## src/rtl/uart_hex_formatter.sv

```systemverilog
// uart_hex_formatter
//
// Streaming stage that sits directly in front of the UART byte emitter. It
// accepts one binary word and prints it as ASCII hex, most significant nibble
// first, followed by CR LF. Used for dumping counters and status words to the
// debug console.
//
// Build option:
//   HEX_PREFIX_EN - when defined, every word is preceded by "0x".
//
// Parameters:
//   DIGITS    - number of hex nibbles printed (1..8); word width is 4*DIGITS.
//   UPPERCASE - 0: a-f, 1: A-F.
//
// Ports:
//   i_clk        - clock
//   i_rst        - synchronous reset, active-high
//   i_word       - word to print, sampled only on the word handshake
//   i_word_valid - word request
//   o_word_ready - block idle, can take a word
//   o_data       - ASCII byte to the emitter
//   o_valid      - o_data valid
//   i_ready      - emitter ready to take the byte
//   o_state      - debug view of the current FSM state
//
// Handshakes: a transfer happens on a rising edge where valid and ready are
// both 1. Once o_valid is raised it stays high, and o_data stays stable,
// until the emitter accepts the byte; the next character is loaded on the
// accepting edge, so a message goes out with no bubbles while i_ready is 1.

module uart_hex_formatter #(
    parameter int DIGITS    = 8,
    parameter bit UPPERCASE = 1'b0
) (
    input  logic                  i_clk,
    input  logic                  i_rst,
    input  logic [4*DIGITS-1:0]   i_word,
    input  logic                  i_word_valid,
    output logic                  o_word_ready,
    output logic [7:0]            o_data,
    output logic                  o_valid,
    input  logic                  i_ready,
    output logic [2:0]            o_state
);

    localparam int             W     = 4 * DIGITS;
    localparam int             KW    = (DIGITS > 1) ? $clog2(DIGITS) : 1;
    localparam logic [KW-1:0]  K_TOP = KW'(DIGITS - 1);
    localparam logic [7:0]     ALPHA = UPPERCASE ? 8'h41 : 8'h61;

    typedef enum logic [2:0] {
        S_IDLE  = 3'd0,
        S_PFX0  = 3'd1,
        S_PFX1  = 3'd2,
        S_DIGIT = 3'd3,
        S_CR    = 3'd4,
        S_LF    = 3'd5
    } state_t;

    state_t        state_q, state_d;
    logic [KW-1:0] k_q, k_d;
    logic [W-1:0]  word_q, word_d;
    logic [7:0]    data_d;
    logic          valid_d;
    logic          ready_d;
    logic [W-1:0]  shifted;
    logic [3:0]    nib;
    logic          word_accept;
    logic          byte_accept;

    assign word_accept = i_word_valid & o_word_ready;
    assign byte_accept = o_valid & i_ready;
    assign o_state     = state_q;

    // State and output registers.
    always_ff @(posedge i_clk) begin
        if (i_rst) begin
            state_q      <= S_IDLE;
            k_q          <= '0;
            word_q       <= '0;
            o_data       <= 8'h00;
            o_valid      <= 1'b0;
            o_word_ready <= 1'b1;
        end else begin
            state_q      <= state_d;
            k_q          <= k_d;
            word_q       <= word_d;
            o_data       <= data_d;
            o_valid      <= valid_d;
            o_word_ready <= ready_d;
        end
    end

    // Next-state logic. Every non-idle state advances only on a byte handshake.
    always_comb begin
        state_d = state_q;
        k_d     = k_q;
        word_d  = word_q;
        case (state_q)
            S_IDLE: begin
                if (word_accept) begin
                    word_d  = i_word;
                    k_d     = K_TOP;
`ifdef HEX_PREFIX_EN
                    state_d = S_PFX0;
`else
                    state_d = S_DIGIT;
`endif
                end
            end
`ifdef HEX_PREFIX_EN
            S_PFX0: if (byte_accept) state_d = S_PFX1;
            S_PFX1: if (byte_accept) state_d = S_DIGIT;
`endif
            S_DIGIT: begin
                if (byte_accept) begin
                    if (k_q == '0) state_d = S_CR;
                    else           k_d     = k_q - 1'b1;
                end
            end
            S_CR:    if (byte_accept) state_d = S_LF;
            S_LF:    if (byte_accept) state_d = S_IDLE;
            default: state_d = S_IDLE;
        endcase
    end

    // Output logic. The character is derived from the *next* state, index and
    // word so that it lands in o_data on the same edge the state moves. On the
    // word handshake word_d is i_word itself, giving the first digit one cycle
    // after the handshake.
    always_comb begin
        shifted = word_d >> {k_d, 2'b00};
        nib     = shifted[3:0];
        data_d  = o_data;
        case (state_d)
            S_PFX0:  data_d = 8'h30;
            S_PFX1:  data_d = 8'h78;
            S_DIGIT: data_d = (nib < 4'd10) ? (8'h30 + {4'h0, nib})
                                            : (ALPHA + {4'h0, nib} - 8'd10);
            S_CR:    data_d = 8'h0D;
            S_LF:    data_d = 8'h0A;
            default: data_d = o_data;
        endcase
        valid_d = (state_d != S_IDLE);
        ready_d = (state_d == S_IDLE);
    end

endmodule
```

## config.mk

```make
export PLATFORM = sky130hd
export DESIGN_NAME = uart_hex_formatter
export DESIGN_NICKNAME = d
export VERILOG_FILES = /design/src/rtl/uart_hex_formatter.sv
export SDC_FILE = /design/constraint.sdc
export NUM_CORES = 1
export LEC_CHECK = 0
export BUFFER_PORTS_ARGS = -buffer_cell sky130_fd_sc_hd__buf_2
export CAP_MARGIN = 20
export CORE_AREA = 2 2 57 81
export CTS_CLUSTER_SIZE = 30
export DETAILED_ROUTE_END_ITERATION = 10
export DIE_AREA = 0 0 59 83
export PLACE_DENSITY = 0.85
export SETUP_SLACK_MARGIN = 0.5
export SYNTH_ARGS = -nofsm -noshare
export SYNTH_HDL_FRONTEND = slang
export SYNTH_SLANG_ARGS = --single-unit
export TNS_END_PERCENT = 30
```

## constraint.sdc

```tcl
create_clock -name i_clk -period 4.72 [get_ports i_clk]
set_input_delay 0.236 -clock i_clk [delete_from_list [all_inputs] [get_ports i_clk]]
set_output_delay 0.236 -clock i_clk [all_outputs]
set_load 0.02 [all_outputs]
```

### Word level (Yosys, flattened, before mapping)

Index checks and enable logic that the tools add are counted.

* add/sub/neg operators: 4
* magnitude comparators: 1
* equal/unequal tests: 8
* shifts and indexed selects: 1
* muxes and demuxes: 14
* bitwise operators: 2
* reductions and logical operators: 5

Operators by type and width (count)
* two-way mux 32 bit: 2
* one-hot mux 8 bit (5 select lines): 1
* >> shifter 32 x 5 -> 4 bit: 1
* two-way mux 3 bit: 8
* equality test 3 bit, second input constant: 4
* one-hot mux 3 bit (4 select lines): 1
* equality test 3 x 2 -> 1 bit, second input constant: 3
* zero test 3 bit: 3
* adder 7 x 4 -> 8 bit, first input constant: 1
* two-way mux 8 bit: 1
* subtractor 8 x 4 -> 8 bit, second input constant: 1
* adder 6 x 4 -> 7 bit, first input constant: 1
* one-hot mux 3 bit (2 select lines): 1
* nonzero test 5 bit: 1
* < comparator 4 bit, second input constant: 1
* equality test 3 x 1 -> 1 bit, second input constant: 1
* nonzero test 3 bit: 1
* subtractor 3 x 1 -> 3 bit, second input constant: 1
* AND 1 bit: 2

* flip-flop bits (word level): 48
* input bits: 36
* output and inout bits: 13
* logic and storage cells: 41

### Logic depth before layout (Yosys ltp)

Gate-level depths: netlist of run 1.

* depth after elaboration: 9
* depth in mapped cells: 13
* gate-level depth less buffers: 12

### Least setup slack after synthesis of run 1

No wires, ideal clock.

* path type: register to register
* start: reg state_q[0], in the netlist o_state[0]
* end: reg o_data[1]
* setup time: 88 ps
* data arrival time: 2728 ps
* data required time: 4632 ps
* path slack: 1904 ps
* stages on the path, launching flop included: 12
* path buffers: 1
* clock period less this slack: 2816 ps
* cells stage by stage: dfxtp_1 -> nand3b_4 -> or4_4 -> and3_4 -> buf_6 -> a221o_1 -> a21oi_1 -> nand4b_2 -> inv_2 -> ha_1 -> and2_4 -> o32ai_2

* cells in the longest elaborated chain, start to end: 7
* elaborated cells between the ends (all ways): 25
* classes of those cells: 3 x add/sub; 1 x order compare; 8 x eq/ne; 1 x shift; 10 x mux; 2 x reduce/logical

Ends and longest elaborated chain
* start, declared: line 60 `state_t state_q, state_d;`
* start signal, assigned: line 85 `state_q <= state_d;`
* equality test 3 x 2 -> 1 bit / zero test 3 bit (equally long branches): line 99 `case (state_q)`
* one-hot mux 3 bit (2 select lines) / two-way mux 32 bit (equally long branches): line 99
* >> shifter 32 x 5 -> 4 bit: line 132 `shifted = word_d >> {k_d, 2'b00};`
* adder 7 x 4 -> 8 bit: line 139 `: (ALPHA + {4'h0, nib} - 8'd10);`
* subtractor 8 x 4 -> 8 bit: line 139
* two-way mux 8 bit: line 138 `S_DIGIT: data_d = (nib < 4'd10) ? (8'h30 + {4'h0, nib})`
* one-hot mux 8 bit (5 select lines): line 135 `case (state_d)`
* end signal, assigned: line 88 `o_data <= data_d;`
* end, declared: line 40 `output logic [7:0] o_data,`

Several ways; a longest one is shown, not always the timed one.
A chain may end at the register's enable or synchronous reset.

### Final worst setup path of run 1

* start: reg k_q[0]
* end: reg o_data[1]

* cells in the longest elaborated chain, start to end: 9
* elaborated cells between the ends (all ways): 22
* classes of those cells: 4 x add/sub; 1 x order compare; 5 x eq/ne; 1 x shift; 9 x mux; 2 x reduce/logical

Ends and longest elaborated chain
* start, declared: line 61 `logic [KW-1:0] k_q, k_d;`
* start signal, assigned: line 86 `k_q <= k_d;`
* subtractor 3 x 1 -> 3 bit / zero test 3 bit (equally long branches): line 118, 117
* two-way mux 3 bit: line 117 `if (k_q == '0) state_d = S_CR;`
* two-way mux 3 bit: line 116 `if (byte_accept) begin`
* one-hot mux 3 bit (2 select lines): line 99
* >> shifter 32 x 5 -> 4 bit: line 132
* adder 7 x 4 -> 8 bit: line 139
* subtractor 8 x 4 -> 8 bit: line 139
* two-way mux 8 bit: line 138
* one-hot mux 8 bit (5 select lines): line 135

Several ways; a longest one is shown, not always the timed one.

==> results.json, run 1 <==
{
  "rrSetupSlack_ps": 1420,
  "period_share_pct": 69.99,
  "yosys_warnings": 0,
  "register_area_um2": 940.9,
  "syn_to_final_growth_pct": 13.96,
  "slew_headroom_pct": 44.34,
  "grt.overflow.total": 0,
  "clockBufferDepth": 2,
  "ys_ff_latch": 47,
  "synth_async_sr_flop_share_pct": 0,
  "placed_cells": 377,
  "grt_usage_pct": 23.73,
  "die_y_um": 83,
  "period_minus_slack_ps": 3304,
  "switching_share_pct": 33.51,
  "rows": 28,
  "diodes": 0,
  "grt_start_max_net_pins": 46,
  "final_cell_area_um2": 2686,
  "fin_nets": 378,
  "num_io_pins": 49,
  "first_iter_violations": 83,
  "nFillCells": 393,
  "wirelength_mm": 5.491,
  "clockPowerShare_pct": 25.3,
  "grt_pass1_wl_mm": 9.218,
  "p_sw_uw": 335.8,
  "placed_cell_area_um2": 2591,
  "synth_area_um2": 2357,
  "worst_slew_pin_slew_ps": 834.8,
  "htree_levels": 2,
  "end_kind": "register",
  "final_cells": 385,
  "tritoncts": "done",
  "finalWorstSetupSlack_ps": 1416,
  "cp-start-kind": "register",
  "hpwl_mm": 4.104,
  "initial_utilization_pct": 57.02,
  "intPower_uw": 666.5,
  "vias": 2215,
  "holdCritStartpoint": "i_word[4]",
  "synth.area.top_cells": "dfxtp_1 40%, nand2_1 11%, a21oi_1 10%, nand3_1 2.8%, o21ai_0 2.3%",
  "setup_viol": 0,
  "grt_pass1_vias": 2098,
  "power.leakage_uw": 0.001096,
  "path_class": "reg -> reg",
  "ys.flop_type": "dfxtp_1",
  "cts_resized": 0,
  "wl_per_cell_um": 14.26,
  "clkLatencyLatePin_ps": 300,
  "critical_path_required_ps": 4930,
  "crit_arrival_ps": 3520,
  "clkTransAtPathRegs_ps": 90,
  "avgSynthCellArea_um2": 7.858,
  "max_freq_ghz": 0.3027,
  "yosysTopAreaCell": "dfxtp_1",
  "min_path_type": "in -> reg",
  "rsz0062_at_grt": "no",
  "ys_types": 50,
  "die_w_um": 59,
  "status": "finished clean",
  "combPwrFrac_pct": 29.3,
  "fin_tns_setup_ps": 0,
  "cts_setup_buffers": 0,
  "antenna_found_initial": 0,
  "cp-startpoint": "k_q[0]",
  "ctsHoldBuffers": 0,
  "path_max_fanout": 9,
  "synth_edf_count": 0,
  "coreArea_um2": 4134,
  "maxCapViolations": 0,
  "drc_errors": 0,
  "slew_violations": 0,
  "drive_above_1_share_pct": 21.76,
  "hold_violations": 0,
  "r2r-start": "k_q[0]",
  "globalplace.congestion": 0.8628,
  "dieArea_um2": 4897,
  "multi_input_area_um2": 1291,
  "ys_seq_area_share_pct": 39.92,
  "ir_worst_vdd_v": 0.0002110,
  "syn_nets": 339,
  "first_pass_iters": 4,
  "cts_root_buf": "clkbuf_8",
  "ant_nets": 0,
  "portBuffers": 47,
  "synthDominantCellAreaShare_pct": 39.92,
  "cts_made_buffers": 5,
  "cts_sinks": 47,
  "seqPwrFrac_pct": 45.4,
  "syn_inst": 300,
  "fin_skew_ps": 7.470,
  "dp_slack_ps": 1468,
  "vias_per_cell": 5.753,
  "power_density_nw_per_um2": 373.1
}
[registers in the layout, summed over array words and instances, names as in the netlist]
| register | cells |
|---|---|
| k_q | 3 |
| o_data | 7 |
| o_state | 3 |
| o_valid | 1 |
| o_word_ready | 1 |
| word_q | 32 |
[worst max-delay path: stages (launching register included)]
cell	delay, ps
dfxtp_1	380
inv_1	130
ha_1	250
nor2b_1	190
nor4_4	450
a21o_1	370
mux2i_1	320
mux2i_1	130
o211ai_1	310
ha_1	300
and2_4	140
o32ai_2	230
[final timing paths]
kind	cells after the start	end
setup / recovery	11	o_data[1]
hold / removal	3	word_q[4]
setup reg to reg	11	o_data[1]
hold reg to reg	2	o_data[6]
[power groups by stage]
stage	logic, uW	clock network [uW]	registers [uW]
4_1_cts	293	257	455
3_3_place_gp	285	0	462
6_report	294	253	455
3_5_place_dp	292	0	464
5_1_grt	328	275	459
2_1_floorplan	211	0	474
[logic make-up (layout without fill, tap and decap cells)]
group	after synthesis	count (layout)	share of synthesized area [%]
AND/OR/NAND/NOR	128	128	27.39
AO/OA/AOI/OAI	85	85	22.56
flip-flops	47	47	39.91
buffers and inverters	29	69	5.307
multiplexers	5	5	2.335
adder cells (fa/ha/maj)	3	3	1.593
XOR/XNOR	2	2	0.7432
other	1	1	0.1591
[cell usage in the layout (no fill, tap or decap), types with 2 or more instances in the layout]
cell type | Yosys | layout
a221o_1 | 4 | 4
ha_1 | 3 | 3
a21oi_1 | 48 | 48
and3_1 | 2 | 2
o21ai_0 | 11 | 11
nor2b_1 | 2 | 2
or4_1 | 2 | 2
nand3_1 | 13 | 13
inv_1 | 9 | 9
nor3_1 | 4 | 4
xnor2_1 | 2 | 2
dfxtp_1 | 47 | 47
nand4_1 | 5 | 5
buf_4 | 2 | 4
buf_2 | 1 | 47
clkbuf_8 | 0 | 6
mux2i_1 | 4 | 4
and2_1 | 2 | 2
o21ai_1 | 2 | 2
or4_4 | 2 | 2
o211ai_1 | 5 | 5
a31oi_1 | 3 | 3
nand2b_1 | 3 | 3
nand2_1 | 71 | 71
o2111ai_1 | 3 | 3
nor2_1 | 12 | 12
[Yosys cell counts, types with 3 or more instances]
cell / number
o211ai_1: 5
a21oi_1: 48
ha_1: 3
nor3_1: 4
clkbuf_1: 13
dfxtp_1: 47
mux2i_1: 4
nand4_1: 5
a31oi_1: 3
o21ai_0: 11
a221o_1: 4
o2111ai_1: 3
nand2_1: 71
nand2b_1: 3
inv_1: 9
nor2_1: 12
nand3_1: 13
[final cells by class]
cell class	instances	area share, %
multi-input combinational	224	48.07
sequential	47	35.03
timing repair buffer	51	9.874
clock buffer	7	3.214
tap	45	2.096
inverter	10	1.397
clock inverter	1	0.3260
[metrics by stage]
| stage | utilization, % | hold slack, ps | total power, uW |
|---|---|---|---|
| 4_1_cts | 64.98 | 155.9 | 1005 |
| 2_1_floorplan | - | 372.0 | 685.1 |
| 3_5_place_dp | 62.68 | 443.5 | 756.2 |
| 3_3_place_gp | 62.68 | 440.4 | 747.4 |
| 6_report | 64.98 | 162.3 | 1002 |
| 5_1_grt | 64.98 | 168.1 | 1062 |
[metal layers]
| layer | GRT usage [%] | vias up | routed length (um) |
|---|---|---|---|
| li1 | - | 1130 | - |
| met1 | 28.26 | 1030 | 2319 |
| met2 | 41.21 | 45 | 2893 |
| met3 | 4.050 | 10 | 176 |
| met4 | 8.678 | 0 | 101 |
| met5 | 0 | - | 0 |
Power figures use the tool's default switching activity.
==> run 2, diff against run 1 <==
--- a/config.mk
+++ b/config.mk
@@ -7,11 +7,11 @@
 export LEC_CHECK = 0
 export BUFFER_PORTS_ARGS = -buffer_cell sky130_fd_sc_hd__buf_2
 export CAP_MARGIN = 20
-export CORE_AREA = 2 2 57 81
+export CORE_AREA = 2 2 59 84
 export CTS_CLUSTER_SIZE = 30
 export DETAILED_ROUTE_END_ITERATION = 10
-export DIE_AREA = 0 0 59 83
-export PLACE_DENSITY = 0.85
+export DIE_AREA = 0 0 61 86
+export PLACE_DENSITY = 0.8
 export SETUP_SLACK_MARGIN = 0.5
 export SYNTH_ARGS = -nofsm -noshare
 export SYNTH_HDL_FRONTEND = slang
==> constraint.sdc (replaced) <==
create_clock -name i_clk -period 3.1 [get_ports i_clk]
set_input_delay 0.155 -clock i_clk [delete_from_list [all_inputs] [get_ports i_clk]]
set_output_delay 0.155 -clock i_clk [all_outputs]
set_load 0.02 [all_outputs]
==> results.json, run 2 (synthesis results as in run 1) <==
{
  "fin_tns_setup_ps": 0,
  "final_cells": 418,
  "first_pass_iters": 4,
  "combPwrFrac_pct": 33.3,
  "cts_made_buffers": 5,
  "seqPwrFrac_pct": 41.2,
  "htree_levels": 2,
  "cts_root_buf": "clkbuf_8",
  "drive_above_1_share_pct": 30.62,
  "power_density_nw_per_um2": 568.8,
  "grt_pass1_vias": 2183,
  "clkTransAtPathRegs_ps": 80,
  "max_freq_ghz": 0.3651,
  "grt_pass1_wl_mm": 9.825,
  "slew_violations": 0,
  "ant_nets": 0,
  "period_share_pct": 88.36,
  "tritoncts": "done",
  "clkLatencyLatePin_ps": 300,
  "cts_sinks": 47,
  "rows": 29,
  "clockBufferDepth": 2,
  "slew_headroom_pct": 44.89,
  "power.leakage_uw": 0.001212,
  "grt_usage_pct": 24.66,
  "num_io_pins": 49,
  "path_common_cell": "buf_4",
  "first_iter_violations": 115,
  "ctsHoldBuffers": 0,
  "portBuffers": 47,
  "p_sw_uw": 546.6,
  "antenna_found_initial": 0,
  "dp_slack_ps": 217.4,
  "final_cell_mix": "71 x nand2_1, 48 x a21oi_1, 47 x buf_2, 42 x dfxtp_1, 18 x buf_4",
  "path_buf_inv": 4,
  "setup_viol": 0,
  "wirelength_mm": 5.933,
  "vias_per_cell": 5.600,
  "status": "finished clean",
  "die_w_um": 61,
  "switching_share_pct": 32.30,
  "dieArea_um2": 5246,
  "largest_reg_flops": 32,
  "worst_slew_pin_slew_ps": 826.7,
  "initial_utilization_pct": 52.82,
  "ir_worst_vdd_v": 0.0005077,
  "grt.overflow.total": 0,
  "rsz0062_at_grt": "yes",
  "wl_per_cell_um": 14.19,
  "top_register": "word_q",
  "intPower_uw": 1146,
  "critical_path_required_ps": 3340,
  "crit_arrival_ps": 2980,
  "slowest_stage": "or4_1",
  "placed_cells": 398,
  "min_path_type": "in -> reg",
  "holdCritStartpoint": "i_word[27]",
  "grt_start_max_net_pins": 46,
  "whs_ps": 85.46,
  "path_class": "reg -> reg",
  "hold_violations": 0,
  "maxCapViolations": 0,
  "period_minus_slack_ps": 2739,
  "vias": 2341,
  "diodes": 0,
  "cp-startpoint": "k_q[0]",
  "finalWorstSetupSlack_ps": 360.8,
  "path_max_fanout": 8,
  "fin_skew_ps": 3.932,
  "path_cells": "inv_6, ha_4, nor2b_4, buf_4, nor3_2, o211ai_1, buf_4, nand4_1, o211ai_1, buf_4, or4_1, nand3_1",
  "r2r-start": "k_q[0]",
  "clockPowerShare_pct": 25.5,
  "cp-start-kind": "register",
  "die_y_um": 86,
  "slowest_delay_ps": 530,
  "fin_nets": 395,
  "syn_to_final_growth_pct": 26.22,
  "drc_errors": 0,
  "cp_top_family": "simple AND/OR/NAND/NOR gates",
  "end_kind": "register",
  "final_common_cell": "nand2_1",
  "coreArea_um2": 4463,
  "nFillCells": 392,
  "hpwl_mm": 4.114,
  "top_regs": "word_q: 32 flops, o_data: 7 flops",
  "p_total_uw": 1692,
  "globalplace.congestion": 0.8683
}
## run 2: cell count changes in the layout (fill, tap and decap cells not counted), moves of 2 or more
cell / delta
dfxtp_2: +4
a31oi_1: -2
inv_1: -2
buf_4: +14
buf_6: +3
ha_1: -3
dfxtp_1: -5
ha_4: +3
## run 2: metal layers
| layer | GRT usage (%) | vias to the layer above | part of all wire, % |
|---|---|---|---|
| met5 | 0 | - | 0 |
| met4 | 11.46 | 0 | 3.1 |
| met3 | 6.033 | 18 | 5.8 |
| met2 | 41.15 | 78 | 53 |
| met1 | 28.80 | 1077 | 38 |
| li1 | - | 1168 | - |
## run 2: worst min-delay path: cells and delay by family
kind | cells | cell delay, ps
buffers and inverters | 1 | 90
AOI/OAI and AO/OA | 1 | 50
and+or+nand+nor | 1 | 40
## run 2: path summary, 6_finish.rpt
path	to	slack, ps	cells past startpoint
setup / recovery	o_data[0]	360	12
hold / removal	word_q[27]	90	3
setup reg to reg	o_data[0]	360	12
hold reg to reg	word_q[29]	450	2
## run 2: what timing repair did
item,in CTS,in global routing
pin swaps,8,3
resized for setup,13,5
setup buffers,13,0
gates cloned,0,0
endpoints found under the setup margin,6,6
## run 2: stage by stage
stage          utilization (%)  area [um^2]
2_1_floorplan                -         2405
3_3_place_gp             60.27         2690
3_5_place_dp             60.27         2690
4_1_cts                  65.99         2945
5_1_grt                  66.67         2975
6_report                 66.67         2975
## run 2: power by group through the flow
stage	Sequential, uW	Clock, uW	Combinational [uW]
final	697	432	563
after global routing	704	463	618
after CTS	696	439	539
after detailed placement	708	0	477
after global placement	707	0	467
after floorplan	725	0	337
## run 2: final cells by class
class	count	area [um^2]	area share, %
Clock buffer	6	72.57	2.439
Tap cell	62	77.57	2.607
Clock inverter	1	30.03	1.009
Inverter	10	45.04	1.514
Timing Repair Buffer	68	404.1	13.58
Multi-Input combinational cell	224	1396	46.93
Sequential cell	47	949.7	31.92
==> run 3, diff against run 2 <==
--- a/config.mk
+++ b/config.mk
@@ -7,12 +7,11 @@
 export LEC_CHECK = 0
 export BUFFER_PORTS_ARGS = -buffer_cell sky130_fd_sc_hd__buf_2
 export CAP_MARGIN = 20
-export CORE_AREA = 2 2 59 84
+export CORE_AREA = 2 2 53 93
 export CTS_CLUSTER_SIZE = 30
 export DETAILED_ROUTE_END_ITERATION = 10
-export DIE_AREA = 0 0 61 86
+export DIE_AREA = 0 0 55 95
 export PLACE_DENSITY = 0.8
-export SETUP_SLACK_MARGIN = 0.5
 export SYNTH_ARGS = -nofsm -noshare
 export SYNTH_HDL_FRONTEND = slang
 export SYNTH_SLANG_ARGS = --single-unit
==> results.json, run 3 (synthesis results as in run 1) <==
{
  "drc_errors": 0,
  "period_minus_slack_ps": 2991,
  "top_register": "word_q",
  "grt_usage_pct": 24.37,
  "clockPowerShare_pct": 23.4,
  "hpwl_mm": 4.286,
  "largest_reg_flops": 32,
  "coreArea_um2": 4542,
  "fin_util_pct": 60.74,
  "htree_levels": 2,
  "switching_share_pct": 34.01,
  "clkTransAtPathRegs_ps": 90,
  "tritoncts": "done",
  "slowest_stage": "or4_1",
  "path_common_cell": "ha_1",
  "slew_headroom_pct": 45.80,
  "finalWorstSetupSlack_ps": 109.3,
  "critical_path_required_ps": 3320,
  "vias": 2289,
  "path_cells": "inv_1, ha_1, nor2b_2, or4_1, o211ai_1, buf_4, o2111ai_1, nand4b_4, inv_2, ha_1, and2_4, o32ai_2",
  "combPwrFrac_pct": 31.2,
  "grt.overflow.total": 0,
  "clockBufferDepth": 2,
  "first_iter_violations": 105,
  "first_pass_iters": 4,
  "whs_path_depth": 3,
  "dp_slack_ps": 116.8,
  "portBuffers": 47,
  "period_share_pct": 96.47,
  "power_density_nw_per_um2": 555.1,
  "cp-start-kind": "register",
  "cts_sinks": 47,
  "power.leakage_uw": 0.001134,
  "slew_violations": 0,
  "diodes": 0,
  "path_class": "reg -> reg",
  "p_sw_uw": 520.9,
  "grt_start_max_net_pins": 46,
  "grt_pass1_wl_mm": 9.377,
  "rrSetupSlack_ps": 110,
  "final_common_cell": "nand2_1",
  "vias_per_cell": 5.751,
  "slowest_delay_ps": 490,
  "final_cell_mix": "71 x nand2_1, 48 x a21oi_1, 47 x buf_2, 47 x dfxtp_1, 13 x nand3_1",
  "min_path_type": "in -> reg",
  "grt_pass1_vias": 2169,
  "crit_arrival_ps": 3210,
  "ant_nets": 0,
  "wl_per_cell_um": 14.60,
  "globalplace.congestion": 0.9171,
  "path_max_fanout": 9,
  "initial_utilization_pct": 51.90,
  "wirelength_mm": 5.810,
  "antenna_found_initial": 0,
  "max_freq_ghz": 0.3344,
  "fin_nets": 384,
  "num_io_pins": 49,
  "drive_above_1_share_pct": 24.28,
  "hold_violations": 0,
  "worst_slew_pin_slew_ps": 813.0,
  "cts_made_buffers": 5,
  "setup_viol": 0,
  "ir_worst_vdd_v": 0.0004181,
  "maxCapViolations": 0,
  "fin_skew_ps": 12.33,
  "end_kind": "register",
  "clkLatencyLatePin_ps": 300,
  "rows": 33,
  "intPower_uw": 1011,
  "status": "finished clean",
  "cts_root_buf": "clkbuf_8",
  "dieArea_um2": 5225,
  "seqPwrFrac_pct": 45.4,
  "top_regs": "word_q: 32 flops, o_data: 7 flops",
  "die_y_um": 95,
  "nFillCells": 446,
  "syn_to_final_growth_pct": 17.04,
  "die_w_um": 55,
  "reg2regPathDepth": 12
}
[run 3: critical path: cells and delay by family, from the launching register on]
| kind | cells | cell delay, ps |
|---|---|---|
| AND/OR/NAND/NOR | 4 | 990 |
| adder cells (fa/ha/maj) | 2 | 570 |
| AO/OA/AOI/OAI | 3 | 560 |
| buffers and inverters | 3 | 430 |
| flip-flops | 1 | 380 |
[run 3: layer usage]
metal  share of wire [%]  track usage, %
met5                   0               0
met4                 3.7           12.60
met3                 4.5           3.956
met2                  54           42.46
met1                  38           26.86
[run 3: power groups by stage]
| stage | clock (uW) | sequential (uW) | combinational, uW |
|---|---|---|---|
| after CTS | 361 | 694 | 460 |
| after global placement | 0 | 706 | 449 |
| after detailed placement | 0 | 708 | 457 |
| after global routing | 389 | 701 | 526 |
| final | 359 | 695 | 477 |
| after floorplan | 0 | 722 | 321 |
[run 3: cell type report]
class	count	area, um^2	share of cell area [%]
clock buffers	7	76.32	2.766
well taps	52	65.06	2.358
inverters	10	37.54	1.361
repair buffers	57	310.3	11.25
multi-input cells	224	1324	47.98
clock inverters	1	5.005	0.1814
flip-flops and latches	47	940.9	34.10
[run 3: worst paths after layout]
kind / startpoint / end
hold / removal: i_word[23] / word_q[23]
hold reg to reg: word_q[28] / word_q[28]
setup / recovery: k_q[0] / o_data[1]
setup reg to reg: k_q[0] / o_data[1]
[run 3: timing repair]
action / in CTS / in global routing
setup buffers: 0 / 2
setup endpoints to repair: 0 / 3
hold buffers: 0 / 0
gates resized for setup: 0 / 7
[run 3: per-stage QoR]
| stage | power [uW] | instance area, um^2 | TNS [ps] | hold slack, ps | instances |
|---|---|---|---|---|---|
| after floorplan | 1043 | 2357 | 0 | 291.0 | 300 |
| final | 1531 | 2759 | 0 | 78.50 | 398 |
| after global routing | 1617 | 2759 | -7.181 | 84.18 | 398 |
| after global placement | 1155 | 2630 | 0 | 396.3 | 388 |
| after detailed placement | 1166 | 2630 | 0 | 400.3 | 388 |
| after CTS | 1515 | 2711 | 0 | 81.95 | 396 |
